==> config.mk <==
export PLATFORM = sky130hd
export DESIGN_NAME = lmul_recon_flat
export DESIGN_NICKNAME = d
export VERILOG_FILES = /design/src/rtl/lmul_recon_if.sv /design/src/rtl/lmul_recon.sv /design/src/flat_wrapper.sv
export SDC_FILE = /design/constraint.sdc
export NUM_CORES = 1
export LEC_CHECK = 0
export ABC_AREA = 0
export BUFFER_PORTS_ARGS = -buffer_cell sky130_fd_sc_hd__buf_2
export CAP_MARGIN = 20
export CORE_MARGIN = 3
export CORE_UTILIZATION = 55
export CTS_CLUSTER_SIZE = 8
export DETAILED_ROUTE_END_ITERATION = 10
export GPL_ROUTABILITY_DRIVEN = 0
export PLACE_DENSITY = 0.72
export SLEW_MARGIN = 20
export SYNTH_ARGS = -nofsm -noshare
export SYNTH_HDL_FRONTEND = slang
export SYNTH_SLANG_ARGS = --single-unit
==> constraint.sdc <==
create_clock -name clk -period 8.3 [get_ports clk]
set_input_delay 1.66 -clock clk [delete_from_list [all_inputs] [get_ports clk]]
set_output_delay 1.66 -clock clk [all_outputs]
set_load 0.01 [all_outputs]
==> src/rtl/lmul_recon_if.sv <==
// Operand/result bundle for the shift-add reconstructor (numerator = q * d + r).
// The master drives the operands, and the slave (the reconstructor) returns results and pass-throughs.
interface lmul_recon_if #(
    parameter int unsigned QUOTIENT_WIDTH    = 10,
    parameter int unsigned DENOMINATOR_WIDTH = 10,
    parameter int unsigned NUMERATOR_WIDTH   = 10
) ();
    localparam int unsigned PRODUCT_WIDTH = QUOTIENT_WIDTH + DENOMINATOR_WIDTH + 1;

    logic [QUOTIENT_WIDTH-1:0]    quotient_in;
    logic [DENOMINATOR_WIDTH-1:0] denominator_in;
    logic [NUMERATOR_WIDTH-1:0]   remainder_in;
    logic                         valid_in;
    logic [PRODUCT_WIDTH-1:0]     numerator_out;
    logic                         overflow_out;
    logic                         valid_out;
    logic [QUOTIENT_WIDTH-1:0]    quotient_out;
    logic [DENOMINATOR_WIDTH-1:0] denominator_out;
    logic [NUMERATOR_WIDTH-1:0]   remainder_out;

    modport master (
        output quotient_in, denominator_in, remainder_in, valid_in,
        input  numerator_out, overflow_out, valid_out, quotient_out, denominator_out,
               remainder_out
    );

    modport slave (
        input  quotient_in, denominator_in, remainder_in, valid_in,
        output numerator_out, overflow_out, valid_out, quotient_out, denominator_out,
               remainder_out
    );
endinterface

==> src/rtl/lmul_recon.sv <==
// Pipelined signed shift-add reconstructor, which computes numerator = quotient * denominator + remainder.
// Each stage adds one partial product, starting with the MSB. The sign is applied after the last stage.
module lmul_recon #(
    parameter int unsigned QUOTIENT_WIDTH    = 10,
    parameter int unsigned DENOMINATOR_WIDTH = 10,
    parameter int unsigned NUMERATOR_WIDTH   = 10
) (
    input logic          clk,
    input logic          reset,
    lmul_recon_if.slave  bus
);
    localparam int unsigned PRODUCT_WIDTH = QUOTIENT_WIDTH + DENOMINATOR_WIDTH + 1;
    localparam int unsigned LATENCY       = QUOTIENT_WIDTH + 1;
    localparam int unsigned QW            = QUOTIENT_WIDTH;
    localparam int unsigned DW            = DENOMINATOR_WIDTH;
    localparam int unsigned NW            = NUMERATOR_WIDTH;
    localparam int unsigned PW            = PRODUCT_WIDTH;
    localparam int unsigned LastStage     = LATENCY - 1;

    logic          valid_q [LATENCY];
    logic          valid_d [LATENCY];
    logic [PW-1:0] acc_q   [LATENCY];
    logic [PW-1:0] acc_d   [LATENCY];
    logic [QW-1:0] mag_q   [LATENCY];
    logic [QW-1:0] mag_d   [LATENCY];
    logic          sign_q  [LATENCY];
    logic          sign_d  [LATENCY];
    logic [DW-1:0] den_q   [LATENCY];
    logic [DW-1:0] den_d   [LATENCY];
    logic [NW-1:0] rem_q   [LATENCY];
    logic [NW-1:0] rem_d   [LATENCY];
    logic [QW-1:0] quo_q   [LATENCY];
    logic [QW-1:0] quo_d   [LATENCY];

    always_comb begin
        valid_d[0] = bus.valid_in;
        acc_d[0]   = '0;
        // The magnitude of -2^(QW-1) wraps to 2^(QW-1), which is still correct as unsigned.
        mag_d[0]   = bus.quotient_in[QW-1] ? -bus.quotient_in : bus.quotient_in;
        sign_d[0]  = bus.quotient_in[QW-1];
        den_d[0]   = bus.denominator_in;
        rem_d[0]   = bus.remainder_in;
        quo_d[0]   = bus.quotient_in;
        for (int k = 1; k < int'(LATENCY); k++) begin
            valid_d[k] = valid_q[k-1];
            acc_d[k]   = acc_q[k-1];
            if (mag_q[k-1][QW-k]) begin
                acc_d[k] = acc_q[k-1] + (PW'(den_q[k-1]) << (QW - k));
            end
            mag_d[k]  = mag_q[k-1];
            sign_d[k] = sign_q[k-1];
            den_d[k]  = den_q[k-1];
            rem_d[k]  = rem_q[k-1];
            quo_d[k]  = quo_q[k-1];
        end
    end

    always_ff @(posedge clk or negedge reset) begin
        if (!reset) begin
            for (int k = 0; k < int'(LATENCY); k++) begin
                valid_q[k] <= 1'b0;
                acc_q[k]   <= '0;
                mag_q[k]   <= '0;
                sign_q[k]  <= 1'b0;
                den_q[k]   <= '0;
                rem_q[k]   <= '0;
                quo_q[k]   <= '0;
            end
        end else begin
            for (int k = 0; k < int'(LATENCY); k++) begin
                valid_q[k] <= valid_d[k];
                acc_q[k]   <= acc_d[k];
                mag_q[k]   <= mag_d[k];
                sign_q[k]  <= sign_d[k];
                den_q[k]   <= den_d[k];
                rem_q[k]   <= rem_d[k];
                quo_q[k]   <= quo_d[k];
            end
        end
    end

    logic [PW-1:0]    product;
    logic [PW-1:0]    rem_ext;
    logic [PW-1:0]    numerator;
    logic [PW-NW:0]   upper;
    logic             fits;

    always_comb begin
        product   = sign_q[LastStage] ? -acc_q[LastStage] : acc_q[LastStage];
        rem_ext   = {{(PW - NW){rem_q[LastStage][NW-1]}}, rem_q[LastStage]};
        numerator = product + rem_ext;
        // The value fits in NW signed bits only when all bits from NW-1 upward are identical.
        upper     = numerator[PW-1:NW-1];
        fits      = (&upper) | ~(|upper);

        bus.numerator_out   = numerator;
        bus.overflow_out    = valid_q[LastStage] & ~fits;
        bus.valid_out       = valid_q[LastStage];
        bus.quotient_out    = quo_q[LastStage];
        bus.denominator_out = den_q[LastStage];
        bus.remainder_out   = rem_q[LastStage];
    end
endmodule

==> src/flat_wrapper.sv <==
// flat-port wrapper written by rule: the top's interface ports become plain ports
module lmul_recon_flat 
#(
    parameter int unsigned QUOTIENT_WIDTH    = 10,
    parameter int unsigned DENOMINATOR_WIDTH = 10,
    parameter int unsigned NUMERATOR_WIDTH   = 10
)
  (clk, reset, bus_quotient_in, bus_denominator_in, bus_remainder_in, bus_valid_in, bus_numerator_out, bus_overflow_out, bus_valid_out, bus_quotient_out, bus_denominator_out, bus_remainder_out);
  lmul_recon_if #(.QUOTIENT_WIDTH(QUOTIENT_WIDTH), .DENOMINATOR_WIDTH(DENOMINATOR_WIDTH), .NUMERATOR_WIDTH(NUMERATOR_WIDTH)) bus_i ();
  input logic clk;
  input logic reset;
  input wire logic [$bits(bus_i.quotient_in)-1:0] bus_quotient_in;
  input wire logic [$bits(bus_i.denominator_in)-1:0] bus_denominator_in;
  input wire logic [$bits(bus_i.remainder_in)-1:0] bus_remainder_in;
  input wire logic [$bits(bus_i.valid_in)-1:0] bus_valid_in;
  output wire logic [$bits(bus_i.numerator_out)-1:0] bus_numerator_out;
  output wire logic [$bits(bus_i.overflow_out)-1:0] bus_overflow_out;
  output wire logic [$bits(bus_i.valid_out)-1:0] bus_valid_out;
  output wire logic [$bits(bus_i.quotient_out)-1:0] bus_quotient_out;
  output wire logic [$bits(bus_i.denominator_out)-1:0] bus_denominator_out;
  output wire logic [$bits(bus_i.remainder_out)-1:0] bus_remainder_out;
  assign bus_i.quotient_in = bus_quotient_in;
  assign bus_i.denominator_in = bus_denominator_in;
  assign bus_i.remainder_in = bus_remainder_in;
  assign bus_i.valid_in = bus_valid_in;
  assign bus_numerator_out = bus_i.numerator_out;
  assign bus_overflow_out = bus_i.overflow_out;
  assign bus_valid_out = bus_i.valid_out;
  assign bus_quotient_out = bus_i.quotient_out;
  assign bus_denominator_out = bus_i.denominator_out;
  assign bus_remainder_out = bus_i.remainder_out;
  lmul_recon #(.QUOTIENT_WIDTH(QUOTIENT_WIDTH), .DENOMINATOR_WIDTH(DENOMINATOR_WIDTH), .NUMERATOR_WIDTH(NUMERATOR_WIDTH)) u_core (.clk(clk), .reset(reset), .bus(bus_i));
endmodule
==> metrics <==
Initial Util 56.23%; #FFs+latches synth 548; multi-input logic area 6696 um^2; Register Area 13,710 um^2; IO Pins 86; routing usage on met2 35.65%; first-pass GRT wire length 61.75 mm; main combinational cell family by area after synthesis compound AO/OA/AOI/OAI gates; Finished Cell Area 23,950 um^2; Pwr Density 330.6 nW/um^2; Synth area leaders dfrtp_1, ha_1, xnor2_1, mux2_2, xor2_1; post-CTS sizing 0; Tmin final 7.364 ns; crit path launch type flop; Internal 5.537 mW; Yosys warnings 0; All-Layer GR Usage 18.69%; leading register cell type out of synthesis dfrtp_1; post-synthesis adder-cell area fraction 7.406%; Post-CTS Setup Repair Bufs 0; xor and xnor area share after synthesis 5.900%; DR DRC count 0; Data arrival, critical path 5.70 ns; Hold-fix buffers, CTS 0; nets@finish 1,837; reg2reg path depth 11; FF-to-FF setup slack 5.03 ns; Core Util, Final 64.79%; CTS tree built; NetSw 2.381 mW; Reg power frac 41.3%; placed instance count 2,111; register area share after synthesis 65.99%; row cnt 70; CP Capture Type primary output; Die Y 200.4 um; Worst slew margin 34.60%; combinational power share 24.1%; RR Endpoint u_core.acc_q[41]; Synth Area in Compound Gates 8.929%; Synth-to-Final Area Change 15.23%; mux cell area share after synthesis 2.764%; layout cell share with drive strength beyond 1 13.46%; Pwr Total 7.918 mW; Post-Synth Simple-Gate Area 7.225%; largest net degree at the start of global routing 192; Cells after Synth 1,535; Post-synth EDFFs 0; post-route ant nets 0; WL/cell 16.32 um; Clock Root Buffer clkbuf_16; clk buf depth 3; Clk pwr share 34.6%; Worst-Skew Late Latency 0.59 ns; Pleak 11.24 nW; Fin. Hold Viols 0; Detail Placement HPWL 22.43 mm; syn_area_per_cell 13.54 um^2; RSZ-0062 raised after global routing false; critical-path maximum fanout 10; Synth area leader dfrtp_1; initial antenna violation count 0; Final TNS setup 0 ns; Req. time, crit path 6.64 ns; global route overflow 0; worst ir drop on vdd 0.0001499 V; Area after DPL 21,830 um^2; drt first pass iters 5; met1 Use GR 19.33%; max-slew violations 0; GR met3 Demand/Resource 3.852%; CTS buffer count 78; Worst R2R Start u_core.den_d[11]; Hold EP u_core.mag_d[43]; core area 36,960 um^2; I/O Buffers 85; Hold Path Class flop to flop; slowest stage delay, CP 0.58 ns; die area 40,150 um^2; CTS sink count 548; Switching Share 30.07%; max cap viols 0; Synth top area share 65.99%; vias per cell 5.384; Fillers 2,634; via count 11,840; syn nets 1,685; clock slew at reported path FFs 0.06 ns; DRT iter0 DRCs 563; Final Skew 0.01717 ns; fin crit share 88.72%; status finished clean; Yosys cell types 64; asr flop ratio synth 100.0%; Antenna Cells 0; crit path cell chain or4_4 -> nor3_1 -> nand2_1 -> or3_1 -> or2_1 -> o21ai_1 -> xnor2_1 -> ha_1 -> o21ai_0 -> nor2_1 -> or3_1 -> a21o_1 -> and2_1 -> or4_1 -> or4_1 -> o311a_1 -> buf_2; grt peak-use layer met2; hold path start u_core.mag_d[53]; Least-Margin Pin Slew 0.9809 ns; fmax 135.8 MHz; WS Path Type flop to primary output; worst-path cell with the longest stage delay or4_4; routed wire length 35.86 mm; Cell Count, Final, Fillers Out 2,198; H-tree depth 3; final setup violation count 0; Cells on Worst Hold Path 0; post-synthesis cell area 20,780 um^2; vias in the first global route 13,290; Critical path origin u_core.acc_q[4]; DIE WIDTH 200.4 um
[worst max path at each step]
stage	endpoint	slack, ns	depth (start not counted)
6_report	bus_overflow_out	0.94	17
3_5_place_dp	bus_overflow_out	1.56	17
4_1_cts	bus_overflow_out	0.93	17
3_3_place_gp	bus_overflow_out	1.71	17
5_1_grt	bus_overflow_out	0.49	18
2_1_floorplan	bus_overflow_out	1.91	17
[power groups by stage]
stage | clock, mW | combinational (mW) | sequential (mW)
4_1_cts | 2.81 | 1.90 | 3.27
5_1_grt | 2.94 | 2.13 | 3.31
3_3_place_gp | 0 | 1.79 | 3.28
3_5_place_dp | 0 | 1.86 | 3.30
2_1_floorplan | 0 | 1.42 | 3.23
6_report | 2.74 | 1.91 | 3.27
[worst max-delay path, delay by kind of cell (launching register included)]
family          cells  cell delay, ns
simple gates       10            3.23
fa+ha+maj           1            0.36
xor+xnor            1            0.14
compound gates      4            0.86
flops               1            0.40
buf+inv             1            0.14
[area by class of cell]
type / count / area share [%]
well taps: 504 / 2.634
multi-input cells: 889 / 27.97
inverters: 82 / 1.285
clock buffers: 79 / 8.167
repair buffers: 88 / 2.017
clock inverters: 8 / 0.6636
flip-flops and latches: 548 / 57.27
[sequential cells by signal, indices dropped and copies added (netlist names)]
signal,count
u_core.bus.denominator_out,10
u_core.valid_d,10
u_core.bus.valid_out,1
u_core.bus.quotient_out,10
u_core.den_d,100
u_core.bus.remainder_out,10
u_core.quo_d,91
u_core.rem_d,100
u_core.mag_d,54
u_core.acc_q,162
[cell usage after synthesis, types with 4 or more instances]
library cell,number
mux2i_1,9
nand2b_1,4
a21oi_1,62
a211oi_1,9
o21a_1,23
a21o_1,35
o21ai_1,7
nor3_1,40
o31ai_1,21
nor4_1,4
clkbuf_1,14
xnor2_1,80
or3_1,4
a2111oi_0,5
mux2_2,43
and3_1,8
or4_1,4
and2_1,31
dfrtp_1,548
ha_1,107
fa_1,10
o21ai_0,63
nor2b_1,12
and4_1,5
a21boi_0,22
nor2_1,46
nand4_1,20
o211ai_1,9
nand2_1,92
inv_1,80
xor2_1,55
nand3_1,16
[layout by cell type (no fill, tap or decap), types with 21 or more instances in the layout]
cell type / n
dfrtp_1: 548
and2_1: 31
xnor2_1: 80
o31ai_1: 21
inv_1: 80
a21oi_1: 62
clkbuf_16: 78
ha_1: 107
a21o_1: 35
nor2_1: 46
a21boi_0: 22
o21ai_0: 63
nand2_1: 92
buf_2: 84
xor2_1: 55
o21a_1: 23
nor3_1: 40
mux2_2: 43
[per-stage QoR]
step / hold WS (ns) / worst slack [ns]
4_1_cts: 0.3384 / 0.9297
5_1_grt: 0.3388 / 0.4910
6_report: 0.3350 / 0.9364
2_1_floorplan: 0.3312 / 1.912
3_3_place_gp: 0.3311 / 1.714
3_5_place_dp: 0.3347 / 1.563
[metal layers]
layer,wire (um),part of all wire [%]
met1,13180,37
met2,19860,55
met3,1412,3.9
met4,1411,3.9
met5,0,0
[logic make-up (layout without fill, tap and decap cells)]
group                      Yosys count  after routing
AOI/OAI and AO/OA                  284            284
xor gates and xnor gates           137            137
adders and majority gates          117            117
buffers and inverters               98            257
DFF                                548            548
muxes                               52             52
and+or+nand+nor                    299            299
No activity file was read; power rests on OpenSTA's default activity.
